### config.mk
export PLATFORM = sky130hd
export DESIGN_NAME = if_fetch_ctrl
export DESIGN_NICKNAME = d
export VERILOG_FILES = /design/src/rtl/if_fetch_ctrl_pkg.sv /design/src/rtl/if_fetch_ctrl_fifo.sv /design/src/rtl/if_fetch_ctrl.sv
export SDC_FILE = /design/constraint.sdc
export NUM_CORES = 1
export LEC_CHECK = 0
export BUFFER_PORTS_ARGS = -buffer_cell sky130_fd_sc_hd__buf_2
export CAP_MARGIN = 10
export CORE_ASPECT_RATIO = 0.75
export CORE_MARGIN = 5
export CORE_UTILIZATION = 35
export CTS_BUF_LIST = sky130_fd_sc_hd__clkbuf_4 sky130_fd_sc_hd__clkbuf_8
export DETAILED_ROUTE_END_ITERATION = 7
export GPL_TIMING_DRIVEN = 0
export SYNTH_ARGS = -nofsm -noshare
export SYNTH_HDL_FRONTEND = slang
export SYNTH_SLANG_ARGS = --single-unit
### constraint.sdc
create_clock -name clk -period 5.6 [get_ports clk]
set_input_delay 0.56 -clock clk [delete_from_list [all_inputs] [get_ports clk]]
set_output_delay 0.56 -clock clk [all_outputs]
set_load 0.005 [all_outputs]
### src/rtl/if_fetch_ctrl_pkg.sv
// Shared definitions for the instruction-fetch slice: bus widths, chip-enable
// levels, PC step and the fetch FSM state encoding.
package if_fetch_ctrl_pkg;

    localparam int unsigned InstAddrWidth = 32;
    localparam int unsigned InstWidth     = 32;

    localparam logic                     ChipEnable  = 1'b1;
    localparam logic                     ChipDisable = 1'b0;
    localparam logic [InstWidth-1:0]     ZeroWord    = '0;
    localparam logic [InstAddrWidth-1:0] PcStep      = 32'd4;

    typedef enum logic [1:0] {
        FetchIdle = 2'b00,
        FetchRun  = 2'b01,
        FetchHalt = 2'b10
    } fetch_state_e;

endpackage

### src/rtl/if_fetch_ctrl_fifo.sv
// Two-entry {pc, inst} fetch queue with push/pop/flush. The head is read
// straight from storage and reads ZeroWord while the queue is empty.
module fetch_fifo
    import if_fetch_ctrl_pkg::*;
#(
    parameter int unsigned DEPTH = 2
) (
    input  logic                     clk,
    input  logic                     rst,
    input  logic                     push,
    input  logic                     pop,
    input  logic                     flush,
    input  logic [InstAddrWidth-1:0] push_pc,
    input  logic [InstWidth-1:0]     push_inst,
    output logic [1:0]               count,
    output logic                     full,
    output logic                     head_valid,
    output logic [InstAddrWidth-1:0] head_pc,
    output logic [InstWidth-1:0]     head_inst
);

    logic [InstAddrWidth-1:0] pc_q   [2];
    logic [InstWidth-1:0]     inst_q [2];
    logic                     wr_ptr;
    logic                     rd_ptr;
    logic                     do_push;
    logic                     do_pop;

    // Occupancy flags, qualified handshakes and head read-out
    always_comb begin
        full       = (count >= 2'(DEPTH));
        head_valid = (count != 2'd0);
        do_pop     = pop & head_valid;
        do_push    = push & (~full | do_pop);
        head_pc    = head_valid ? pc_q[rd_ptr]   : ZeroWord;
        head_inst  = head_valid ? inst_q[rd_ptr] : ZeroWord;
    end

    // Storage, pointers and count; flush overrides any push/pop
    always_ff @(posedge clk or posedge rst) begin
        if (rst) begin
            for (int unsigned i = 0; i < 2; i++) begin
                pc_q[i]   <= '0;
                inst_q[i] <= '0;
            end
            wr_ptr <= 1'b0;
            rd_ptr <= 1'b0;
            count  <= '0;
        end else if (flush) begin
            wr_ptr <= 1'b0;
            rd_ptr <= 1'b0;
            count  <= '0;
        end else begin
            if (do_push) begin
                pc_q[wr_ptr]   <= push_pc;
                inst_q[wr_ptr] <= push_inst;
                wr_ptr         <= ~wr_ptr;
            end
            if (do_pop) begin
                rd_ptr <= ~rd_ptr;
            end
            case ({do_push, do_pop})
                2'b10:   count <= count + 2'd1;
                2'b01:   count <= count - 2'd1;
                default: count <= count;
            endcase
        end
    end

endmodule

### src/rtl/if_fetch_ctrl.sv
// Instruction-fetch controller: owns the PC, drives the combinational ROM and
// feeds fetched {pc, inst} pairs into a 2-entry queue toward decode.
module if_fetch_ctrl
    import if_fetch_ctrl_pkg::*;
#(
    parameter logic [InstAddrWidth-1:0] RESET_PC   = 32'h0000_0000,
    parameter int unsigned              FIFO_DEPTH = 2
) (
    input  logic                     clk,
    input  logic                     rst,
    input  logic                     halt,
    input  logic                     redirect_valid,
    input  logic [InstAddrWidth-1:0] redirect_pc,
    output logic                     rom_ce,
    output logic [InstAddrWidth-1:0] rom_addr,
    input  logic [InstWidth-1:0]     rom_inst,
    output logic                     if_valid,
    input  logic                     if_ready,
    output logic [InstAddrWidth-1:0] if_pc,
    output logic [InstWidth-1:0]     if_inst
);

    fetch_state_e             state;
    logic [InstAddrWidth-1:0] pc;
    logic [1:0]               count;
    logic                     full;
    logic                     pop;
    logic                     space;
    logic                     push;

    // Handshake, fetch qualification and ROM drive
    always_comb begin
        pop      = if_valid & if_ready;
        space    = ~full | pop;
        push     = (state == FetchRun) & space & ~redirect_valid;
        rom_ce   = ((state == FetchRun) && space) ? ChipEnable : ChipDisable;
        rom_addr = pc;
    end

    // Fetch FSM; redirect never affects the state
    always_ff @(posedge clk or posedge rst) begin
        if (rst) begin
            state <= FetchIdle;
        end else begin
            case (state)
                FetchIdle: state <= halt ? FetchHalt : FetchRun;
                FetchRun:  if (halt)  state <= FetchHalt;
                FetchHalt: if (!halt) state <= FetchRun;
                default:   state <= FetchIdle;
            endcase
        end
    end

    // Program counter: redirect wins over sequential advance
    always_ff @(posedge clk or posedge rst) begin
        if (rst) begin
            pc <= RESET_PC;
        end else if (redirect_valid) begin
            pc <= redirect_pc & ~32'h0000_0003;
        end else if (push) begin
            pc <= pc + PcStep;
        end
    end

    fetch_fifo #(
        .DEPTH (FIFO_DEPTH)
    ) u_fetch_fifo (
        .clk        (clk),
        .rst        (rst),
        .push       (push),
        .pop        (pop),
        .flush      (redirect_valid),
        .push_pc    (pc),
        .push_inst  (rom_inst),
        .count      (count),
        .full       (full),
        .head_valid (if_valid),
        .head_pc    (if_pc),
        .head_inst  (if_inst)
    );

endmodule
Yosys cells after proc, flatten, opt, wreduce, memory -nomap -nowiden
Cells that the tools add are included.
{"block": "classes", "reduce_logical": 10, "bitwise": 13, "n_eq_ne": 6, "mux": 25, "magnitude_cmp": 4, "n_addsub": 3}
{"op": "2-to-1 mux 32 bit", "n": 11}
{"op": "bitwise mux 64 bit", "n": 2}
{"op": "adder 32 x 3 -> 32 bit (second input constant)", "n": 1}
{"op": "demux 32 bit (select 1 bit)", "n": 1}
{"op": "2-to-1 mux 2 bit", "n": 4}
{"op": "nonzero test 2 bit", "n": 4}
{"op": ">= comparator 2 bit (second input constant)", "n": 3}
{"op": "one-hot mux 2 bit (3 select lines)", "n": 1}
{"op": "AND 1 bit", "n": 5}
{"op": "2-to-1 mux 1 bit", "n": 5}
{"op": "equality test 2 x 1 -> 1 bit (second input constant)", "n": 2}
{"op": "equality test 2 bit (second input constant)", "n": 2}
{"op": "!= test 2 bit (second input constant)", "n": 2}
{"op": "inverter 1 bit", "n": 4}
{"op": "inverter 1 -> 2 bit", "n": 2}
{"op": "one-hot mux 2 bit (2 select lines)", "n": 1}
{"op": "AND reduction 2 bit", "n": 2}
{"op": "nonzero test 3 bit", "n": 1}
{"op": "adder 2 x 1 -> 2 bit (second input constant)", "n": 1}
{"op": "logical AND 1 bit", "n": 2}
{"op": "zero test 2 bit", "n": 1}
{"op": "less-than comparator 2 x 1 -> 1 bit (second input constant)", "n": 1}
{"op": "OR 1 bit", "n": 2}
{"op": "subtractor 2 x 1 -> 2 bit (second input constant)", "n": 1}
{"block": "totals", "in_bits": 69, "wordCells": 70, "ff_bits": 166, "output_inout_bits": 98}

Longest topological paths before layout
Gate-level depths: netlist (run 1).
{"block": "logic_depth", "depth_word": 9, "depth_mapped": 7, "mapped_depth_nobuf": 5}

Hierarchy
From an unflattened synthesis (run 1), not the netlist that was laid out.
{"block": "hier_totals", "hier_cells": 663, "area_unflattened_um2": 8207.9}
{"module": "fetch_fifo", "cells_per_inst": 440, "seq_area_each_um2": 3303.2, "n_inst": 1, "area_per_inst_um2": 6254.7}
{"module": "if_fetch_ctrl", "cells_per_inst": 223, "seq_area_each_um2": 800.8, "n_inst": 1, "area_per_inst_um2": 1953.1}

Least setup slack after synthesis (run 1)
No wires, ideal clock.
{"block": "synth_path", "path_kind": "input to register", "startpoint": "input if_ready", "endpoint": "register u_fetch_fifo.inst_q[0] (netlist bit)", "t_arrival_ns": 1.827, "slack_ns": 3.648, "path_buffers": 3, "required_time_ns": 5.475, "setup_ns": 0.125, "path_stages": 7, "path_cell_list": "nor2b_1 > buf_2 > nor2_2 > and3_1 > buf_2 > buf_4 > mux2_2"}
{"block": "synth_between", "elab_chain_cells": 6, "elab_cells_between_ends": 8, "classes_between": "bitwise (7); reduce/logical (1)"}
{"element": "from (decl)", "line": "if_fetch_ctrl.sv:18", "text": "input logic if_ready,"}
{"element": "AND 1 bit (*)", "line": "if_fetch_ctrl.sv:33", "text": "pop = if_valid & if_ready;"}
{"element": "OR 1 bit", "line": "if_fetch_ctrl.sv:34", "text": "space = ~full | pop;"}
{"element": "AND 1 bit (2 in a row)", "line": "if_fetch_ctrl.sv:35", "text": "push = (state == FetchRun) & space & ~redirect_valid;"}
{"element": "AND 1 bit (*)", "line": "if_fetch_ctrl_fifo.sv:34", "text": "do_push = push & (~full | do_pop);"}
{"element": "AND reduction 2 bit (no line) (*)"}
{"element": "to (signal, indexed assignment)", "line": "if_fetch_ctrl_fifo.sv:56", "text": "inst_q[wr_ptr] <= push_inst;"}
{"element": "to (decl)", "line": "if_fetch_ctrl_fifo.sv:23", "text": "logic [InstWidth-1:0] inst_q [2];"}
Mark *: on every way between the ends. The rest lies on a longest branch, timed or not.
A chain may end at the register's enable or synchronous reset.

Worst setup path after layout (run 1)
{"block": "layout_path", "startpoint": "register u_fetch_fifo.rd_ptr", "endpoint": "output if_pc[22]"}
{"block": "layout_between", "elab_chain_cells": 5}
{"element": "from (decl)", "line": "if_fetch_ctrl_fifo.sv:25", "text": "logic rd_ptr;"}
{"element": "from (signal assigned)", "line": "if_fetch_ctrl_fifo.sv:60", "text": "rd_ptr <= ~rd_ptr;"}
{"element": "inverter 1 -> 2 bit (implied by the code)", "line": "if_fetch_ctrl_fifo.sv:35", "text": "head_pc = head_valid ? pc_q[rd_ptr] : ZeroWord;"}
{"element": "2-to-1 mux 32 bit (implied by the code) (3 in a row)", "line": "if_fetch_ctrl_fifo.sv:35"}
{"element": "2-to-1 mux 32 bit", "line": "if_fetch_ctrl_fifo.sv:35"}
{"element": "to (decl)", "line": "if_fetch_ctrl.sv:19", "text": "output logic [InstAddrWidth-1:0] if_pc,"}
No other way between the ends. The select of a mux whose other input is x is not followed.

==> impl_results.md, run 1 <==
* Die area at 25600 um^2
* FP Rows at 47
* Initial antenna violation count at 0
* # placed instances at 1147
* CP max-delay cell: clkbuf_1
* Routed wire length at 21300 um
* Slew Limit Fails at 0
* Final Net Count at 942
* Filler Cell Count at 2147
* Worst Slack Setup Final at 2500 ps
* Register Area at roughly 4000 um^2
* Most used DFF post-synth: dfrtp_1
* Switching Power at slightly below 1 mW
* Multi-input gate area at around 3600 um^2
* Reg2Reg Depth at 7
* Worst Path Buf+Inv at 3
* P per Cell Area at between 300 and 400 nW/um^2
* Root Driver: clkbuf_8
* Post-synth top area share at 51.0%
* Avg Inst Size Synth at 11.4 um^2
* Synth cell types at 46
* Number of diodes at 0
* Placer congestion estimate at roughly 0.82
* Setup-failing EPs final at 0
* CP Cell Sequence: clkbuf_1 > clkbuf_1 > mux2i_1 > nor2_1 > buf_2
* Post-synthesis async set-or-reset flop share at 100%
* Hold Vio Cnt, Final at 0
* Data required, critical path at 5040 ps
* Status: completed
* # IOs at 167
* Total core area at 22100 um^2
* CTS tree: done
* Clock Power Share at 27.1%
* Drt wl/cell at 18.1 um
* Fmax at between 300 and 400 MHz
* First DRT Iteration DRCs at between 300 and 400
* Min Tclk post-route at 3100 ps
* Share of layout cells above drive strength 1 at between 30 and 40%
* Crit Path Class: flop to output port
* Vias in the first global route at 6016
* Drt drc at 0
* LEAKAGE at 4.13 nW
* Yosys top cell by area: dfrtp_1
* Starting Density at 35.6%
* Die W at 183 um
* Die H at 140 um
* # clock sinks at 160
* Crit path DAT at 2540 ps
* Max Cap Viol at 0
* DRT Pass-1 Iters at 5
* Combinational group share of total power at 22.1%
* Max clock buf depth at 2
* Synth warn at 0
* #FFs+latches synth at 160
* Number of routed nets with antenna violations at 0
* Ranking of synthesized cells by area: dfrtp_1 51%, mux2_2 16%, mux2i_1 8.2%, nor2_1 4.0%, nand4_1 1.8%
* Overall Global Routing Usage at approximately 17%
* Post-synth design cell area at slightly below 8000 um^2
* Post-synth EDFFs at 0
* Worst-path clk slew at 90 ps
* Area growth syn-to-layout at 20.7%
* Post-Synthesis Cells at 689
* Via count at around 6000
* HP Class: input port to async pin
* Post-CTS Setup Bufs at 0
* Dpl ws at 2930 ps
* Reg power frac at 50.8%
* Total CTS buffers at 17
* CP delay by family, top: buffers and inverters
* Max VDD drop at 188 uV
* Hpwl dp at between 15000 and 20000 um
* Final Non-Filler Cells at 1179
* Clock latency on the worst-skew pair at 450 ps
* Pwr Total at 3.31 mW
* Period utilisation layout at 55.3%
* RSZ-0062 raised after global routing: no
* Cell count along the critical path at 5
* First-pass GRT wire length at 34200 um
* Sw frac at 29.6%
* PortBufs at between 150 and 200
* Total grt overflow at 0
* Critical Path Max Stage Delay at 770 ps
* CTS resizes at 0
* CTS Hold Buffers Added at 0
* Crit path capture type: output port
* Average vias per placed instance at 5.07
* Worst-path maximum fanout at 10
* H-tree depth at 4
* Sequential fraction of the synthesis area at 51.0%
* Worst-margin pin slew at between 1000 and 1500 ps
* Worst setup SP type: flop
* Internal at 2.33 mW
* Clk_skew at 11.7 ps
* Slew headroom at 29.6%
* Largest net degree at the start of global routing at 119
* CP dominant cell by count: clkbuf_1
==> final timing paths <==
path / from / to / slack, ps
min: rst / u_fetch_fifo.inst_q[51] / 70
max: u_fetch_fifo.rd_ptr / if_pc[22] / 2500
max in group asynchronous: rst / u_fetch_fifo.pc_q[41] / 4640
min reg2reg: state[1] / state[0] / 480
min in group clk: halt / state[0] / 260
max reg2reg: u_fetch_fifo.count[1] / u_fetch_fifo.pc_q[13] / 3360
==> per-stage QoR <==
step	cell area [um^2]	utilization [%]	TNS [ps]	hold slack (ps)
2_1_floorplan	7860	-	0	445
3_3_place_gp	9030	41.0	-220500	466
3_5_place_dp	9070	41.1	0	477
4_1_cts	9480	43.0	0	64.7
5_1_grt	9480	43.0	0	63.8
6_report	9480	43.0	0	70.6
==> cell usage after synthesis (4+ instances only) <==
library cell    n
clkbuf_1       28
or4_1           6
nor2_1         84
a31oi_1        10
mux2i_1        64
o21ai_0        12
a21oi_1         6
and4_1          4
nand3_1        24
nor3_1          4
nand4_1        22
mux2_2        113
mux2_1         11
dfrtp_1       160
xnor2_1         6
buf_2           9
a22oi_1         5
nor4_1          8
inv_1           9
nand2_1        24
buf_1           8
nor2b_1        11
buf_4          11
o31ai_1        16
==> final cells by class <==
cell class | instances | share of cell area, %
buffer | 56 | 2.77
clock buffer | 19 | 2.76
timing repair buffer | 161 | 8.74
sequential | 160 | 42.2
multi-input combinational | 467 | 37.6
inverter | 9 | 0.436
tap | 294 | 3.88
clock inverter | 13 | 1.58
==> layout by cell type, fill, tap and decap left out, types with 12 or more instances in the layout <==
cell	n
nor2_1	84
nand3_1	24
buf_2	169
clkbuf_8	19
o21ai_0	12
mux2_2	113
mux2i_1	64
clkbuf_1	28
nand4_1	22
o31ai_1	16
nand2_1	24
dfrtp_1	160
==> layer usage <==
metal  track usage, %  wire [um]  up-vias
met4             3.29        244        0
met1             25.5      10500     2948
met3             4.54       1430       18
met5                0          0        -
met2             24.0       9180      184
li1                 -          -     2832
==> worst register-to-register path: cells and delay by family (launching register included) <==
| kind | cells | cell delay (ps) |
|---|---|---|
| buffers and inverters | 3 | 700 |
| AND/OR/NAND/NOR | 3 | 630 |
| flip-flops | 1 | 440 |
| multiplexers | 1 | 350 |
==> state kept, by name, indices dropped and copies added, names as in the netlist <==
name,flops
u_fetch_fifo.rd_ptr,1
u_fetch_fifo.inst_q,64
u_fetch_fifo.pc_q,60
u_fetch_fifo.count,2
rom_addr,30
state,2
u_fetch_fifo.wr_ptr,1
==> power by group through the flow <==
stage | logic (mW) | registers (mW) | clock network, mW
finish | 0.732 | 1.68 | 0.896
global route | 0.822 | 1.72 | 0.977
CTS | 0.745 | 1.68 | 0.926
detailed placement | 0.744 | 1.70 | 0
global placement | 0.724 | 1.69 | 0
floorplan | 0.540 | 1.65 | 0
==> cell families after synthesis <==
| group | Yosys count | synth area share, % |
|---|---|---|
| compound gates | 58 | 4.92 |
| fa+ha+maj | 1 | 0.159 |
| buf+inv | 65 | 3.78 |
| mux | 188 | 25.9 |
| flops | 160 | 51.0 |
| simple gates | 207 | 13.2 |
| xor+xnor | 9 | 1.00 |
| other cells | 1 | 0.0478 |
(Power assumes the default switching activity.)
==> run 2, diff against run 1 <==
- ABC_AREA: not set -> 1
- clock period: 5.6 -> 2.5 ns (I/O delays scaled with it)
==> impl_results.md, run 2 <==
* Crit Path Class: flop to output port
* Commonest non-fill, non-tap cell in the layout: nand2_1
* Final Net Count at 1311 (+39%)
* Avg Inst Size Synth at 7.60 um^2 (-33%)
* Most numerous cell in the Yosys netlist: nand2_1
* Number of diodes at 0 (unchanged)
* Total grt overflow at 0 (unchanged)
* Data required, critical path at 2250 ps (-2790 ps)
* Ranking of synthesized cells by area: dfrtp_1 51%, nand2_1 20%, o21ai_1 6.7%, a21oi_1 4.3%, inv_1 3.8%
* Worst Path Buf+Inv at 3 (unchanged)
* Root Driver: clkbuf_8
* Clock latency on the worst-skew pair at 470 ps (+20 ps)
* Period utilisation layout at about 93%
* Drt wl/cell at 16.3 um (-9.8%)
* Crit path DAT at 2090 ps (-450 ps)
* Fin Setup TNS at 0 ps (unchanged)
* Die area at 25700 um^2 (+0.39%)
* Clk_skew at 15.4 ps (+3.64 ps)
* Worst-margin pin slew at 588 ps (-460 ps)
* Post-Synthesis Cells at 1037 (+51%)
* Post-synth design cell area at 7890 um^2 (+0.41%)
* Hold Vio Cnt, Final at 0 (unchanged)
* List of most frequent post-synthesis cells: 416 x nand2_1, 160 x dfrtp_1, 105 x o21ai_1, 79 x inv_1, 68 x a21oi_1
* Worst-path maximum fanout at 10 (unchanged)
* RSZ-0062 raised after global routing: no
* Average vias per placed instance at 4.87 (-4.0%)
* Worst setup SP type: flop
* Sequential fraction of the synthesis area at 50.8% (-0.21 points)
* FP Rows at 47 (unchanged)
* Critical Path Max Stage Delay at 400 ps (-370 ps)
* Vias in the first global route at 7179 (+19%)
* Crit path capture type: output port
* Die W at 183 um (+0.20%)
* Post-synthesis async set-or-reset flop share at 100% (unchanged)
* Slew Limit Fails at 0 (unchanged)
* Fmax at 428 MHz
* Via count at 7540 (+26%)
* Most frequent cells in the layout: 416 x nand2_1, 165 x buf_2, 160 x dfrtp_1
* CP Cell Sequence: clkbuf_2 > clkbuf_1 > nand2_1 > a21oi_1 > buf_2
* Hpwl dp at 18800 um (+25%)
* Multi-input gate area at 3250 um^2 (-8.8%)
* Overall Global Routing Usage at 19.7% (+2.9 points)
* P per Cell Area at 902 nW/um^2 (+160%)
* Area growth syn-to-layout at 23.5%
* Largest net degree at the start of global routing at 42 (-65%)
* DRT Pass-1 Iters at 5 (unchanged)
* First-pass GRT wire length at 39800 um (+17%)
* Setup-failing EPs final at 0 (unchanged)
* Number of flip-flops under the largest register name at 64 (unchanged)
* CTS tree: done
* Status: completed
* Register Area at 4000 um^2 (unchanged)
* Drt drc at 0 (unchanged)
* LEAKAGE at 4.92 nW (+19%)
* Post-synth top area share at 50.8% (-0.21 points)
* Max clock buf depth at 2 (unchanged)
* # clock sinks at 160 (unchanged)
* Max Cap Viol at 0 (unchanged)
* Die H at 140 um (+0.19%)
* Routed wire length at 25300 um (+18%)
* Share of layout cells above drive strength 1 at 19.4% (-18 points)
* Most used DFF post-synth: dfrtp_1
* HP Class: input port to flop
* Worst-path clk slew at 90 ps (about the same)
* # IOs at 167 (unchanged)
* Starting Density at 35.7% (+0.052 points)
* Synth cell types at 30 (-35%)
* Number of routed nets with antenna violations at 0 (unchanged)
* Max VDD drop at 281 uV (+49%)
* CP max-delay cell: clkbuf_1
* Placer congestion estimate at 0.898 (+10%)
* #FFs+latches synth at 160 (unchanged)
* Slew headroom at 60.8% (+31 points)
* Pwr Total at 8.78 mW (+170%)
* H-tree depth at 4 (unchanged)
* Filler Cell Count at 2387 (+11%)
* Reg with most FFs: u_fetch_fifo.inst_q
* Min Tclk post-route at between 2000 and 2500 ps
* Initial antenna violation count at 0 (unchanged)
* CP delay by family, top: buffers and inverters
* PortBufs at 160 (unchanged)
* Synth warn at 0 (unchanged)
* Post-CTS Setup Bufs at 0 (unchanged)
* Yosys top cell by area: dfrtp_1
* Total core area at 22100 um^2 (+0.27%)
* Total CTS buffers at 17 (unchanged)
* Post-synth EDFFs at 0 (unchanged)
* First DRT Iteration DRCs at 572 (+54%)
-- run 2: changes by cell type after synthesis, moves of 62 or more --
cell	previous run	this run
mux2_2	113	0
a21oi_1	6	68
o21ai_1	0	105
mux2i_1	64	0
inv_1	9	79
nand2_1	24	416
-- run 2: cells by family (layout without fill, tap and decap cells) --
logic type	after synthesis	count (layout)	synth area share, %
other	1	4	0.0476
DFF	160	160	50.8
adders and majority gates	1	1	0.159
AOI/OAI and AO/OA	214	214	14.3
buffers and inverters	139	353	8.16
and+or+nand+nor	509	509	25.1
xor gates and xnor gates	13	13	1.44
-- run 2: repair_timing --
action	CTS	global route
hold buffers	18	0
resized for setup	6	6
setup endpoints to repair	63	20
endpoints found under the hold margin	24	0
-- run 2: worst min-delay path: stages --
cell,delay [ps]
buf_2,70
nor2_1,30
a21oi_1,100
-- run 2: metal layers --
metal,vias to the layer above,global-route usage (%),routed length (um)
met2,229,28.3,10800
li1,3681,-,-
met4,0,3.88,197
met1,3611,30.3,12500
met5,-,0,0
met3,19,4.48,1690
-- run 2: final cells by class --
cell class	count	share of cell area, %
Timing Repair Buffer	182	10.9
Multi-Input combinational cell	741	33.4
Sequential cell	160	41.1
Tap cell	294	3.78
Clock inverter	13	1.41
Clock buffer	19	2.62
Inverter	82	3.23
Buffer	57	3.55
-- run 2: final timing paths --
| path | cells past startpoint | slack [ps] | end | from |
|---|---|---|---|---|
| min in group asynchronous | 3 | 280 | u_fetch_fifo.inst_q[37] | rst |
| hold reg to reg | 1 | 470 | state[0] | state[0] |
| max in group asynchronous | 6 | 1180 | u_fetch_fifo.inst_q[56] | rst |
| hold / removal | 3 | 30 | rom_addr[9] | redirect_pc[9] |
| setup reg to reg | 10 | 480 | rom_addr[20] | rom_addr[2] |
| setup / recovery | 5 | 160 | if_pc[18] | u_fetch_fifo.rd_ptr |
-- run 2: per-stage QoR --
| step | hold slack [ps] | std cells | setup slack, ps | cell area (um^2) | util [%] |
|---|---|---|---|---|---|
| 5_1_grt | 7.49 | 1548 | 7.37 | 9730 | 44.0 |
| 3_3_place_gp | 422 | 1494 | -902 | 9070 | 41.0 |
| 4_1_cts | 2.97 | 1548 | 21.2 | 9730 | 44.0 |
| 3_5_place_dp | 220 | 1498 | 241 | 9150 | 41.4 |
| 2_1_floorplan | 313 | 1040 | 221 | 7900 | - |
| 6_report | 30.5 | 1548 | 165 | 9730 | 44.0 |
-- run 2: power breakdown --
group          internal, mW  total [mW]  switching [mW]
sequential             3.40        3.92           0.522
clock                 0.923        1.94            1.02
combinational          1.14        2.92            1.78
total                  5.46        8.78            3.32
==> run 3, diff against run 2 <==
- TNS_END_PERCENT: not set -> 50
- clock period: 2.5 -> 3 ns (I/O delays scaled with it)
==> impl_results.md, run 3 (synthesis gave the netlist of run 2 again) <==
* Area growth syn-to-layout at 21.3%
* Slew Limit Fails at 0 (unchanged)
* Die W at 183 um (unchanged)
* Die H at 140 um (unchanged)
* # IOs at 167 (unchanged)
* Worst r2r dst: rom_addr[20]
* Switching Power at 2.76 mW (-17%)
* Worst R2R Start: rom_addr[2]
* RSZ-0062 raised after global routing: no
* Combinational group share of total power at 32.9% (-0.3 points)
* Total core area at 22100 um^2 (unchanged)
* Min Tclk post-route at around 2800 ps
* Starting Density at 35.7% (unchanged)
* Post-CTS Setup Bufs at 0 (unchanged)
* Slew headroom at 54.7% (-6.0 points)
* Drt wl/cell at 16.4 um (+0.28%)
* # clock sinks at 160 (unchanged)
* Vias in the first global route at 7103 (-1.1%)
* Max clock buf depth at 2 (unchanged)
* Fin Setup TNS at 0 ps (unchanged)
* Most frequent cells in the layout: 416 x nand2_1, 165 x buf_2, 160 x dfrtp_1
* CTS tree: done
* Worst-path clk slew at 100 ps (about the same)
* Max VDD drop at 236 uV (-16%)
* Crit path capture type: output port
* Worst setup SP type: flop
* Routed wire length at 25100 um (-0.75%)
* Share of layout cells above drive strength 1 at 18.8% (-0.56 points)
* PortBufs at 160 (unchanged)
* Largest net degree at the start of global routing at 42 (unchanged)
* LEAKAGE at 4.82 nW (-2.0%)
* DP Area at 9150 um^2 (unchanged)
* Hold Vio Cnt, Final at 0 (unchanged)
* Drt drc at 0 (unchanged)
* Clock latency on the worst-skew pair at 460 ps (about the same)
* Placer congestion estimate at 0.898 (unchanged)
* Data required, critical path at 2700 ps (+450 ps)
* Internal at 4.52 mW (-17%)
* Hold Crit Depth at 3 (unchanged)
* Min-Delay Endpoint: rom_addr[29]
* Sw frac at 37.9% (+0.084 points)
* Max Cap Viol at 0 (unchanged)
* Crit Path Class: flop to output port
* Clock Power Share at 22.2% (about the same)
* Total CTS buffers at 17 (unchanged)
* Worst-margin pin slew at 679 ps (+90.7 ps)
* FP Rows at 47 (unchanged)
* Hold path startpoint: redirect_pc[29]
* Number of flip-flops under the largest register name at 64 (unchanged)
* Worst-path maximum fanout at 10 (unchanged)
* DRT Pass-1 Iters at 5 (unchanged)
* Number of diodes at 0 (unchanged)
* P per Cell Area at 761 nW/um^2 (-16%)
* R2R setup slack at 970 ps (+490 ps)
* Number of routed nets with antenna violations at 0 (unchanged)
* Final Cell Area at 9560 um^2 (-1.8%)
* Crit path DAT at 2540 ps (+450 ps)
* Clk_skew at 15.8 ps (+0.374 ps)
* First-pass GRT wire length at 39400 um (-0.90%)
* Setup-failing EPs final at 0 (unchanged)
* Fmax at 352 MHz
* First DRT Iteration DRCs at 576 (+0.70%)
* Status: completed
* Reg2Reg Depth at 10 (unchanged)
* Total grt overflow at 0 (unchanged)
* Final Net Count at 1295 (-1.2%)
* Die area at 25700 um^2 (unchanged)
* Reg power frac at 44.9% (+0.2 points)
* Root Driver: clkbuf_8
* Reg with most FFs: u_fetch_fifo.inst_q
* Average vias per placed instance at 4.86 (-0.24%)
* Via count at 7444 (-1.3%)
* Commonest non-fill, non-tap cell in the layout: nand2_1
* Hpwl dp at 18800 um (unchanged)
* Pwr Total at 7.28 mW (-17%)
* HP Class: input port to flop
* H-tree depth at 4 (unchanged)
* Initial antenna violation count at 0 (unchanged)
* Period utilisation layout at a little over nine tenths
* Overall Global Routing Usage at 19.5% (-0.17 points)
==> run 3: changes by cell type in the layout (fill, tap and decap cells not counted), sizes merged <==
cell / previous run / this run
clkbuf: 51 / 49
buf: 189 / 191
dlygate4sd3: 18 / 2
==> run 3: routing by layer <==
metal,track usage [%],wire length [um],up-vias
met3,4.46,1670,20
met2,27.7,10600,238
met4,3.88,193,0
li1,-,-,3648
met1,30.3,12600,3538
met5,0,0,-
==> run 3: power groups by stage <==
stage / registers, mW / clock network, mW / logic [mW]
finish: 3.27 / 1.61 / 2.40
global route: 3.36 / 1.75 / 2.72
CTS: 3.26 / 1.65 / 2.44
detailed placement: 3.30 / 0 / 2.43
global placement: 3.28 / 0 / 2.38
floorplan: 3.20 / 0 / 1.47
==> run 3: area by class of cell <==
class | instances | area (um^2)
Buffer | 57 | 333
Sequential cell | 160 | 4000
Tap cell | 294 | 368
Fill cell | 2411 | 12500
Multi-Input combinational cell | 741 | 3250
Clock inverter | 13 | 138
Timing Repair Buffer | 166 | 901
Inverter | 82 | 314
Clock buffer | 19 | 255
==> run 3: worst max path at each step <==
stage	start	to	slack, ps	cells past startpoint
2_1_floorplan	rst	rom_addr[10]	670	1
3_3_place_gp	rst	u_fetch_fifo.inst_q[23]	-450	2
3_5_place_dp	u_fetch_fifo.count[1]	if_pc[7]	690	5
4_1_cts	u_fetch_fifo.count[1]	if_pc[7]	170	5
5_1_grt	u_fetch_fifo.count[1]	if_pc[7]	70	5
6_report	u_fetch_fifo.count[1]	if_pc[7]	160	5
==> run 3: worst max-delay path: stages (launching register included) <==
cell	delay (ps)
dfrtp_1	440
nor2_1	200
clkbuf_1	550
clkbuf_1	540
a21oi_1	170
buf_2	180
==> run 3: stage by stage <==
stage | worst slack, ps | hold WS (ps) | std cells | utilization (%)
6_report | 161 | 48.9 | 1532 | 43.2
5_1_grt | 69.0 | 23.9 | 1532 | 43.2
4_1_cts | 165 | 16.4 | 1532 | 43.2
3_5_place_dp | 691 | 270 | 1498 | 41.4
3_3_place_gp | -452 | 452 | 1494 | 41.0
2_1_floorplan | 671 | 363 | 1040 | -
==> run 3: repair_timing <==
item	in CTS	in global routing
resized for setup	0	0
setup endpoints to repair	0	0
hold buffers	2	0
hold endpoints to repair	8	0
